===== src/rtl/pc_fetch_unit.sv =====
// ---------------------------------------------------------------------------
// pc_fetch_unit
//
// Purpose:
//   Program-counter register and instruction-fetch sequencer. Holds the
//   current PC, presents it to the external PC+4 adder and to instruction
//   memory, and chooses the next PC from the adder result, a branch target
//   or a jump target. Runs a request/ready handshake with instruction memory
//   and reports each accepted fetch one cycle later with a single-cycle
//   FetchValid pulse. Supports hazard stalls and redirect flushes.
//
// Ports:
//   Clk           in   clock, all state changes on the rising edge
//   Rst           in   synchronous active-high reset
//   PCAddResult   in   PCResult + 4 returned by the external adder
//   PCResult      out  current PC (adder IN1 and imem address)
//   Stall         in   hazard stall, blocks fetch acceptance
//   Branch        in   taken-branch redirect request
//   BranchTarget  in   branch destination
//   Jump          in   jump redirect request (wins over Branch)
//   JumpTarget    in   jump destination
//   IMemReq       out  fetch request for address PCResult (state decoded)
//   IMemReady     in   imem accepts the request this cycle
//   FetchValid    out  one-cycle pulse, a fetch was accepted last cycle
//   FetchPC       out  address of the fetch flagged by FetchValid
//   FetchCount    out  number of accepted fetches, wraps
//   Misaligned    out  sticky flag, a redirect target had nonzero bits [1:0]
// ---------------------------------------------------------------------------
`timescale 1ns/1ps

module pc_fetch_unit #(
    parameter int                    ADDR_WIDTH  = 32,
    parameter logic [ADDR_WIDTH-1:0] RESET_PC    = '0,
    parameter int                    COUNT_WIDTH = 16
) (
    input  logic                   Clk,
    input  logic                   Rst,
    input  logic [ADDR_WIDTH-1:0]  PCAddResult,
    output logic [ADDR_WIDTH-1:0]  PCResult,
    input  logic                   Stall,
    input  logic                   Branch,
    input  logic [ADDR_WIDTH-1:0]  BranchTarget,
    input  logic                   Jump,
    input  logic [ADDR_WIDTH-1:0]  JumpTarget,
    output logic                   IMemReq,
    input  logic                   IMemReady,
    output logic                   FetchValid,
    output logic [ADDR_WIDTH-1:0]  FetchPC,
    output logic [COUNT_WIDTH-1:0] FetchCount,
    output logic                   Misaligned
);

    // Sequencer states
    localparam logic [1:0] IDLE  = 2'd0;
    localparam logic [1:0] REQ   = 2'd1;
    localparam logic [1:0] STALL = 2'd2;

    logic [1:0]             state;
    logic [1:0]             next_state;
    logic [ADDR_WIDTH-1:0]  pc;
    logic [ADDR_WIDTH-1:0]  next_pc;
    logic                   fetch_valid;
    logic [ADDR_WIDTH-1:0]  fetch_pc;
    logic [COUNT_WIDTH-1:0] fetch_count;
    logic                   misaligned;

    logic                   redirect;
    logic                   accept;
    logic                   misalign_hit;
    logic [ADDR_WIDTH-1:0]  raw_target;
    logic [ADDR_WIDTH-1:0]  aligned_target;

    // Handshake and redirect decode. Redirects only count once the
    // sequencer has left IDLE. An accept requires an outstanding request,
    // imem ready, and no stall or redirect in the same cycle, so a redirect
    // flushes the request even when imem signals ready.
    always_comb begin
        redirect       = (state != IDLE) && (Jump || Branch);
        accept         = (state == REQ) && IMemReady && !Stall && !Jump && !Branch;
        raw_target     = Jump ? JumpTarget : BranchTarget;
        aligned_target = {raw_target[ADDR_WIDTH-1:2], 2'b00};
        misalign_hit   = redirect && (raw_target[1:0] != 2'b00);
    end

    // Next-PC selection: jump, then branch, then the adder result on an
    // accepted fetch, otherwise hold. The adder result is taken as-is so
    // that wrap-around at the top of the address space is the adder's
    // business, not ours.
    always_comb begin
        next_pc = pc;
        if (redirect) begin
            next_pc = aligned_target;
        end else if (accept) begin
            next_pc = PCAddResult;
        end
    end

    // State transitions. A redirect behaves like a fresh start: back to
    // REQ for the new target, or to STALL when a hazard is also present.
    always_comb begin
        next_state = state;
        case (state)
            IDLE: begin
                next_state = Stall ? STALL : REQ;
            end
            REQ: begin
                if (Stall) begin
                    next_state = STALL;
                end else begin
                    next_state = REQ;
                end
            end
            STALL: begin
                if (Stall) begin
                    next_state = STALL;
                end else begin
                    next_state = REQ;
                end
            end
            default: begin
                next_state = IDLE;
            end
        endcase
    end

    // Registered state. FetchValid is simply the accept of the previous
    // cycle, and FetchPC captures the PC that imem took at that moment.
    // Misaligned is sticky until reset.
    always_ff @(posedge Clk) begin
        if (Rst) begin
            state       <= IDLE;
            pc          <= RESET_PC;
            fetch_valid <= 1'b0;
            fetch_pc    <= '0;
            fetch_count <= '0;
            misaligned  <= 1'b0;
        end else begin
            state       <= next_state;
            pc          <= next_pc;
            fetch_valid <= accept;
            if (accept) begin
                fetch_pc    <= pc;
                fetch_count <= fetch_count + COUNT_WIDTH'(1);
            end
            if (misalign_hit) begin
                misaligned <= 1'b1;
            end
        end
    end

    // The request is decoded from state only, never from IMemReady.
    assign IMemReq    = (state == REQ);
    assign PCResult   = pc;
    assign FetchValid = fetch_valid;
    assign FetchPC    = fetch_pc;
    assign FetchCount = fetch_count;
    assign Misaligned = misaligned;

endmodule


===== config.mk =====
export PLATFORM = sky130hd
export DESIGN_NAME = pc_fetch_unit
export DESIGN_NICKNAME = d
export VERILOG_FILES = /design/src/rtl/pc_fetch_unit.sv
export SDC_FILE = /design/constraint.sdc
export NUM_CORES = 1
export LEC_CHECK = 0
export CAP_MARGIN = 5
export CORE_MARGIN = 5
export CORE_UTILIZATION = 40
export DETAILED_ROUTE_END_ITERATION = 7
export GPL_ROUTABILITY_DRIVEN = 0
export PLACE_DENSITY = 0.81
export SETUP_SLACK_MARGIN = 0.4
export SYNTH_ARGS = -nofsm -noshare
export SYNTH_HDL_FRONTEND = slang
export SYNTH_SLANG_ARGS = --single-unit

===== constraint.sdc =====
create_clock -name Clk -period 2.73 [get_ports Clk]
set_input_delay 0.546 -clock Clk [delete_from_list [all_inputs] [get_ports Clk]]
set_output_delay 0.546 -clock Clk [all_outputs]
set_load 0.05 [all_outputs]

==> impl_metrics.py, run 1 <==
metrics = {
    "timing": {
        "fin_worst_skew_ns": 0.0121,
        "setup_viol": 0,
        "relSlewSlack": 0.585,
        "layout_setup_ws_ns": 0.540,
        "period_share": 0.802,
        "tightest_slew_ns": 0.623,
        "hold_viol": 0,
        "grt_setup_unrepaired": "false",
        "timing.fmax_mhz": 457,
        "post-route-min-period_ns": 2.19,
        "drv_slew": 0,
    },
    "pwr": {
        "ir_worst_vdd_mv": 0.221,
        "total_power_mw": 2.70,
        "p_leak_nw": 2.02,
        "power-per-cell-area_nw_per_um2": 467,
    },
    "cts": {
        "clock_latency_ns": 0.33,
        "clock-root-buffer": "clkbuf_8",
        "cts.sinks": 84,
        "cts_hold_buf": 0,
        "clkTransAtPathRegs_ns": 0.09,
        "htree_levels": 3,
        "tritoncts": "yes",
        "cts.path.max_buffers": 2,
        "cts-buffers-inserted": 9,
        "cts_setup_buffers": 0,
    },
    "finish": {
        "syn_to_final_growth_pct": 62.8,
        "multi_input_area_um2": 1770,
        "n_fill_cell": 732,
        "layout.nets": 711,
        "ff_latch_area_um2": 1680,
        "drive_gt1_frac": 0.0654,
        "final_cells": 720,
        "fin_util": 0.667,
        "n_antenna_cell": 0,
    },
    "global_routing": {
        "grt_max_degree": 47,
        "grt_pass1_vias": 3788,
        "grt-ovfl-total": 0,
        "grt_use_total": 0.206,
        "grt_pass1_wl_um": 18600,
        "antenna_found_initial": 0,
    },
    "routing": {
        "top_layer": "met4",
        "wl_um": 11400,
        "detail_route.wl_per_cell_um": 15.9,
        "via_per_inst": 5.24,
        "ant_nets": 0,
        "via_count": 3771,
        "drt-initial-drc-count": 110,
        "firstDrtPassIters": 4,
        "dr_wl_met3_um": 819,
        "met1_length_um": 4570,
        "wl_met2_um": 5760,
        "drc": 0,
    },
    "place": {
        "dp_hpwl_um": 8470,
        "io_buffers": 184,
        "pre_cts_slack_ns": -0.0297,
        "dp.cells": 705,
    },
    "yosys": {
        "synth-seq-cells": 84,
        "syn_avg_cell_area_um2": 8.25,
        "ys_seq_area_frac": 0.473,
        "syn-cell-area_um2": 3550,
        "synth_cell_types": 33,
        "syn_nets": 534,
        "netlist_instances": 431,
        "ys_warn_count": 0,
    },
    "worst_setup_path": {
        "r2r-end": "FetchCount[15]",
        "reg2reg_from": "state[1]",
        "worstPathArrival_ns": 2.45,
        "cp_max_fo": 7,
        "required_ns": 2.99,
        "critPathCaptureType": "flip-flop",
        "r2r_slack_ns": 0.54,
        "critPathLaunchType": "flip-flop",
        "path_class": "reg2reg",
        "worstRegToRegCells": 4,
    },
    "die": {
        "boundaryPins": 185,
        "die_h_um": 104,
        "dieWidth_um": 104,
        "num_rows": 34,
        "dieArea_um2": 10900,
        "initial_core_util": 0.410,
        "design.core.area_um2": 8680,
    },
    "hold_path": {
        "min_from": "FetchPC[13]",
        "min_to": "FetchPC[13]",
        "holdPathStages": 2,
        "min-delay-path-class": "reg2reg",
    },
    "job": {
        "cap_viol_max_count": 0,
    },
    "status": {
        "status": "completed",
    },
}
==> registers in the layout (all words and copies together), names as in the netlist <==
name and cells:
FetchPC 32, PCResult 32, FetchCount 16, state 2
FetchValid 1, Misaligned 1
==> cell usage after synthesis <==
library cell,count,area [um^2]
nand2_1,94,353
dfxtp_1,84,1680
a21oi_1,46,230
nor2_1,44,165
clkbuf_1,27,101
mux2i_1,20,200
a221oi_1,18,158
nor2b_1,15,93.8
a211oi_1,12,90.1
a311oi_1,12,105
o21ai_0,8,40.0
or3_1,8,50.1
nor3_1,6,30.0
nand3_1,4,20.0
xnor2_1,4,35.0
buf_1,3,11.3
buf_2,3,15.0
inv_1,3,11.3
nand4_1,3,18.8
and2_1,2,12.5
or4_1,2,15.0
xor2_1,2,17.5
and3_1,1,6.26
and4_1,1,8.76
and4b_1,1,10.0
ha_1,1,12.5
nand3b_1,1,7.51
nor4b_1,1,8.76
o22a_1,1,8.76
o22ai_1,1,6.26
o31ai_1,1,7.51
or4b_1,1,10.0
or4b_4,1,13.8
==> area by class of cell <==
class                           count  share of cell area
Sequential cell                    84               0.291
Tap cell                          108              0.0234
Timing Repair Buffer              199               0.345
Clock inverter                      4             0.00865
Clock buffer                       11              0.0244
Inverter                            3             0.00195
Multi-Input combinational cell    311               0.306
==> power breakdown <==
| group | switching [mW] | leakage [nW] | internal [mW] | total (mW) |
|---|---|---|---|---|
| clock | 0.420 | 0.0914 | 0.442 | 0.862 |
| sequential | 0.0340 | 0.682 | 1.26 | 1.30 |
| combinational | 0.280 | 1.25 | 0.262 | 0.542 |
==> layer usage <==
| layer | global-route usage | vias up |
|---|---|---|
| met3 | 0.0795 | 18 |
| li1 | - | 1863 |
| met5 | 0 | - |
| met1 | 0.229 | 1754 |
| met4 | 0.0759 | 0 |
| met2 | 0.355 | 136 |
==> cell families (layout without fill, tap and decap cells) <==
kind of cell / Yosys count / in the layout / synth area share
adder cells (fa/ha/maj): 1 / 1 / 0.00352
multiplexers: 20 / 20 / 0.0563
flip-flops: 84 / 84 / 0.473
buffers and inverters: 36 / 217 / 0.0391
AND/OR/NAND/NOR: 185 / 185 / 0.232
AO/OA/AOI/OAI: 99 / 99 / 0.182
XOR/XNOR: 6 / 6 / 0.0148
==> worst max-delay path: stages (launching register included) <==
cell and delay (ns):
dfxtp_1 0.39, or4b_4 0.58, or4b_4 0.60, or4_4 0.43, a21oi_2 0.12
==> how the worst max path moves through the flow <==
| stage | slack, ns | cells after the start | from | endpoint |
|---|---|---|---|---|
| after floorplan | 0.42 | 5 | Jump | FetchCount[15] |
| after global placement | 0.02 | 5 | Branch | FetchCount[15] |
| after detailed placement | -0.03 | 5 | Branch | FetchCount[15] |
| after CTS | 0.42 | 5 | Branch | FetchCount[15] |
| after global routing | 0.49 | 1 | FetchCount[8] | FetchCount[8] |
| final | 0.54 | 4 | state[1] | FetchCount[15] |
==> placed cells by master (no fill, tap or decap), types with 3 or more instances in the layout <==
cell	Yosys	layout
xnor2_1	4	4
nor2_1	44	44
or3_1	8	8
nand3_1	4	4
clkbuf_8	0	10
mux2i_1	20	20
inv_1	3	3
buf_12	0	4
o21ai_0	8	8
a21oi_1	46	45
buf_4	0	11
nand4_1	3	3
a211oi_1	12	12
dfxtp_1	84	84
nor2b_1	15	15
a311oi_1	12	12
nor3_1	6	6
a221oi_1	18	18
nand2_1	94	93
clkdlybuf4s50_1	0	180
==> through the flow <==
stage | hold slack [ns] | cell area [um^2] | TNS [ns]
floorplan | 0.598 | 3550 | 0
global placement | 0.441 | 5570 | 0
detailed placement | 0.446 | 5570 | -0.0297
CTS | 0.457 | 5770 | 0
global route | 0.479 | 5790 | 0
finish | 0.454 | 5790 | 0
==> what timing repair did <==
item | CTS | global route
setup endpoints to repair | 3 | 1
gates resized for setup | 3 | 4
pin swaps | 0 | 3
Note: power is estimated with default switching activity, not from simulation.
==> run 2, diff against run 1 <==
--- a/config.mk
+++ b/config.mk
@@ -7,10 +7,10 @@
 export LEC_CHECK = 0
 export CAP_MARGIN = 5
 export CORE_MARGIN = 5
-export CORE_UTILIZATION = 40
+export CORE_UTILIZATION = 36
 export DETAILED_ROUTE_END_ITERATION = 7
 export GPL_ROUTABILITY_DRIVEN = 0
-export PLACE_DENSITY = 0.81
+export PLACE_DENSITY = 0.77
 export SETUP_SLACK_MARGIN = 0.4
 export SYNTH_ARGS = -nofsm -noshare
 export SYNTH_HDL_FRONTEND = slang
==> constraint.sdc (replaced) <==
create_clock -name Clk -period 1.9 [get_ports Clk]
set_input_delay 0.38 -clock Clk [delete_from_list [all_inputs] [get_ports Clk]]
set_output_delay 0.38 -clock Clk [all_outputs]
set_load 0.05 [all_outputs]
==> impl_metrics.py, run 2 (synthesis gave the netlist of run 1 again) <==
metrics = {
    "die": {
        "num_rows": 36,
        "die_h_um": 109,
        "dieArea_um2": 12000,
        "boundaryPins": 185,
        "design.core.area_um2": 9680,
        "initial_core_util": 0.367,
        "dieWidth_um": 109,
    },
    "global_routing": {
        "grt_pass1_wl_um": 22200,
        "grt_use_total": 0.235,
        "grt_max_degree": 34,
        "grt-ovfl-total": 0,
        "antenna_found_initial": 0,
        "grt_pass1_vias": 4576,
    },
    "worst_setup_path": {
        "worstPathCellList": "or4b_4 -> buf_4 -> or4_4 -> or3_1 -> a21oi_2",
        "critPathCaptureType": "flip-flop",
        "critPathLaunchType": "flip-flop",
        "slowest_stage": "or4_4",
        "cp_max_fo": 8,
        "max_stage_delay_ns": 0.56,
        "path_class": "reg2reg",
        "worstPathArrival_ns": 2.41,
        "required_ns": 2.18,
    },
    "routing": {
        "dr_wl_met3_um": 1150,
        "via_count": 4264,
        "ant_nets": 0,
        "met1_length_um": 5500,
        "detail_route.wl_per_cell_um": 18.5,
        "firstDrtPassIters": 4,
        "wl_met2_um": 7950,
        "drc": 0,
        "drt-initial-drc-count": 205,
        "via_per_inst": 5.26,
        "top_layer": "met4",
        "wl_um": 15000,
    },
    "finish": {
        "syn_to_final_growth_pct": 107,
        "n_antenna_cell": 0,
        "drive_gt1_frac": 0.504,
        "layout.nets": 775,
        "layout_commonest_cell": "clkdlybuf4s50_1",
        "final_cell_mix": "96 x clkdlybuf4s50_1, 81 x dfxtp_1, 81 x buf_4, 44 x nor2_1, 43 x nand2_2",
        "fin_util": 0.761,
    },
    "pwr": {
        "power-per-cell-area_nw_per_um2": 540,
        "ir_worst_vdd_mv": 0.384,
        "total_power_mw": 3.98,
        "p_leak_nw": 2.95,
    },
    "timing": {
        "layout_setup_ws_ns": -0.229,
        "setup_viol": 40,
        "grt_setup_unrepaired": "true",
        "post-route-min-period_ns": 2.13,
        "tightest_slew_ns": 0.656,
        "relSlewSlack": 0.563,
        "drv_slew": 0,
        "timing.fmax_mhz": 470,
        "holdWs_ns": 0.465,
        "hold_viol": 0,
        "fin_worst_skew_ns": 0.00907,
        "period_share": 1.12,
    },
    "job": {
        "cap_viol_max_count": 0,
    },
    "cts": {
        "tritoncts": "yes",
        "cts_hold_buf": 0,
        "clock-root-buffer": "clkbuf_8",
        "cts.sinks": 84,
        "cts.path.max_buffers": 2,
        "clkTransAtPathRegs_ns": 0.09,
        "htree_levels": 3,
        "clock_latency_ns": 0.34,
        "cts-buffers-inserted": 9,
    },
    "status": {
        "status": "finished, violations left",
        "violations": "setup timing",
    },
    "hold_path": {
        "min-delay-path-class": "reg2reg",
    },
    "place": {
        "io_buffers": 184,
        "dp_hpwl_um": 9050,
        "pre_cts_slack_ns": -0.730,
    },
}
==> run 2: changes by cell type in the layout (fill, tap and decap cells not counted), moves of 10 or more <==
| cell | delta |
|---|---|
| clkdlybuf4s50_1 | -84 |
| buf_4 | +70 |
| buf_6 | +26 |
| a21oi_1 | -39 |
| nand2_1 | -70 |
| a221oi_1 | -18 |
| buf_2 | +16 |
| a221oi_2 | +16 |
| buf_12 | +10 |
| buf_16 | +12 |
| a21oi_2 | +37 |
| nand2_4 | +27 |
| nand2_2 | +42 |
==> run 2: worst paths after layout <==
path               startpoint             end  slack, ns  cells after the start
setup / recovery     state[1]  FetchCount[14]      -0.23                      5
hold / removal    FetchPC[26]     FetchPC[26]       0.46                      2
setup reg to reg     state[1]  FetchCount[14]      -0.23                      5
hold reg to reg   FetchPC[26]     FetchPC[26]       0.46                      2
==> run 2: final cells by class <==
class | instances | area (um^2)
tap | 133 | 166
fill | 663 | 2310
inverter | 3 | 11.3
clock inverter | 5 | 27.5
sequential | 84 | 1690
timing repair buffer | 263 | 2770
clock buffer | 11 | 141
multi-input combinational | 311 | 2570
==> run 2: through the flow <==
stage / setup TNS, ns / instances / cell area (um^2)
3_5_place_dp: -27.10 / 744 / 5620
3_3_place_gp: -24.30 / 744 / 5620
6_report: -2.11 / 810 / 7370
5_1_grt: -5.36 / 810 / 7370
4_1_cts: -1.53 / 802 / 7010
2_1_floorplan: -1.26 / 431 / 3580
==> run 2: repair_timing <==
action | in CTS | in global routing
endpoints found under the setup margin | 104 | 92
buffers inserted | 30 | 7
pin swaps | 80 | 33
gates resized for setup | 255 | 99
cloned | 12 | 1
==> run 2: worst max-delay path: cells and delay by family (launching register included) <==
| kind | cells | cell delay (ns) |
|---|---|---|
| simple gates | 3 | 1.45 |
| flops | 1 | 0.33 |
| buf+inv | 1 | 0.15 |
| compound gates | 1 | 0.15 |
==> run 2: power breakdown <==
part           internal [mW]  switching [mW]  leakage [nW]
Combinational          0.467           0.500          2.18
Sequential              1.82          0.0628         0.683
Clock                  0.503           0.631        0.0889
Total                   2.79            1.19          2.95
==> run 2: per-layer routing <==
layer	up-vias	global-route usage
li1	2006	-
met1	2034	0.247
met2	190	0.438
met3	34	0.0617
met4	0	0.0997
met5	-	0
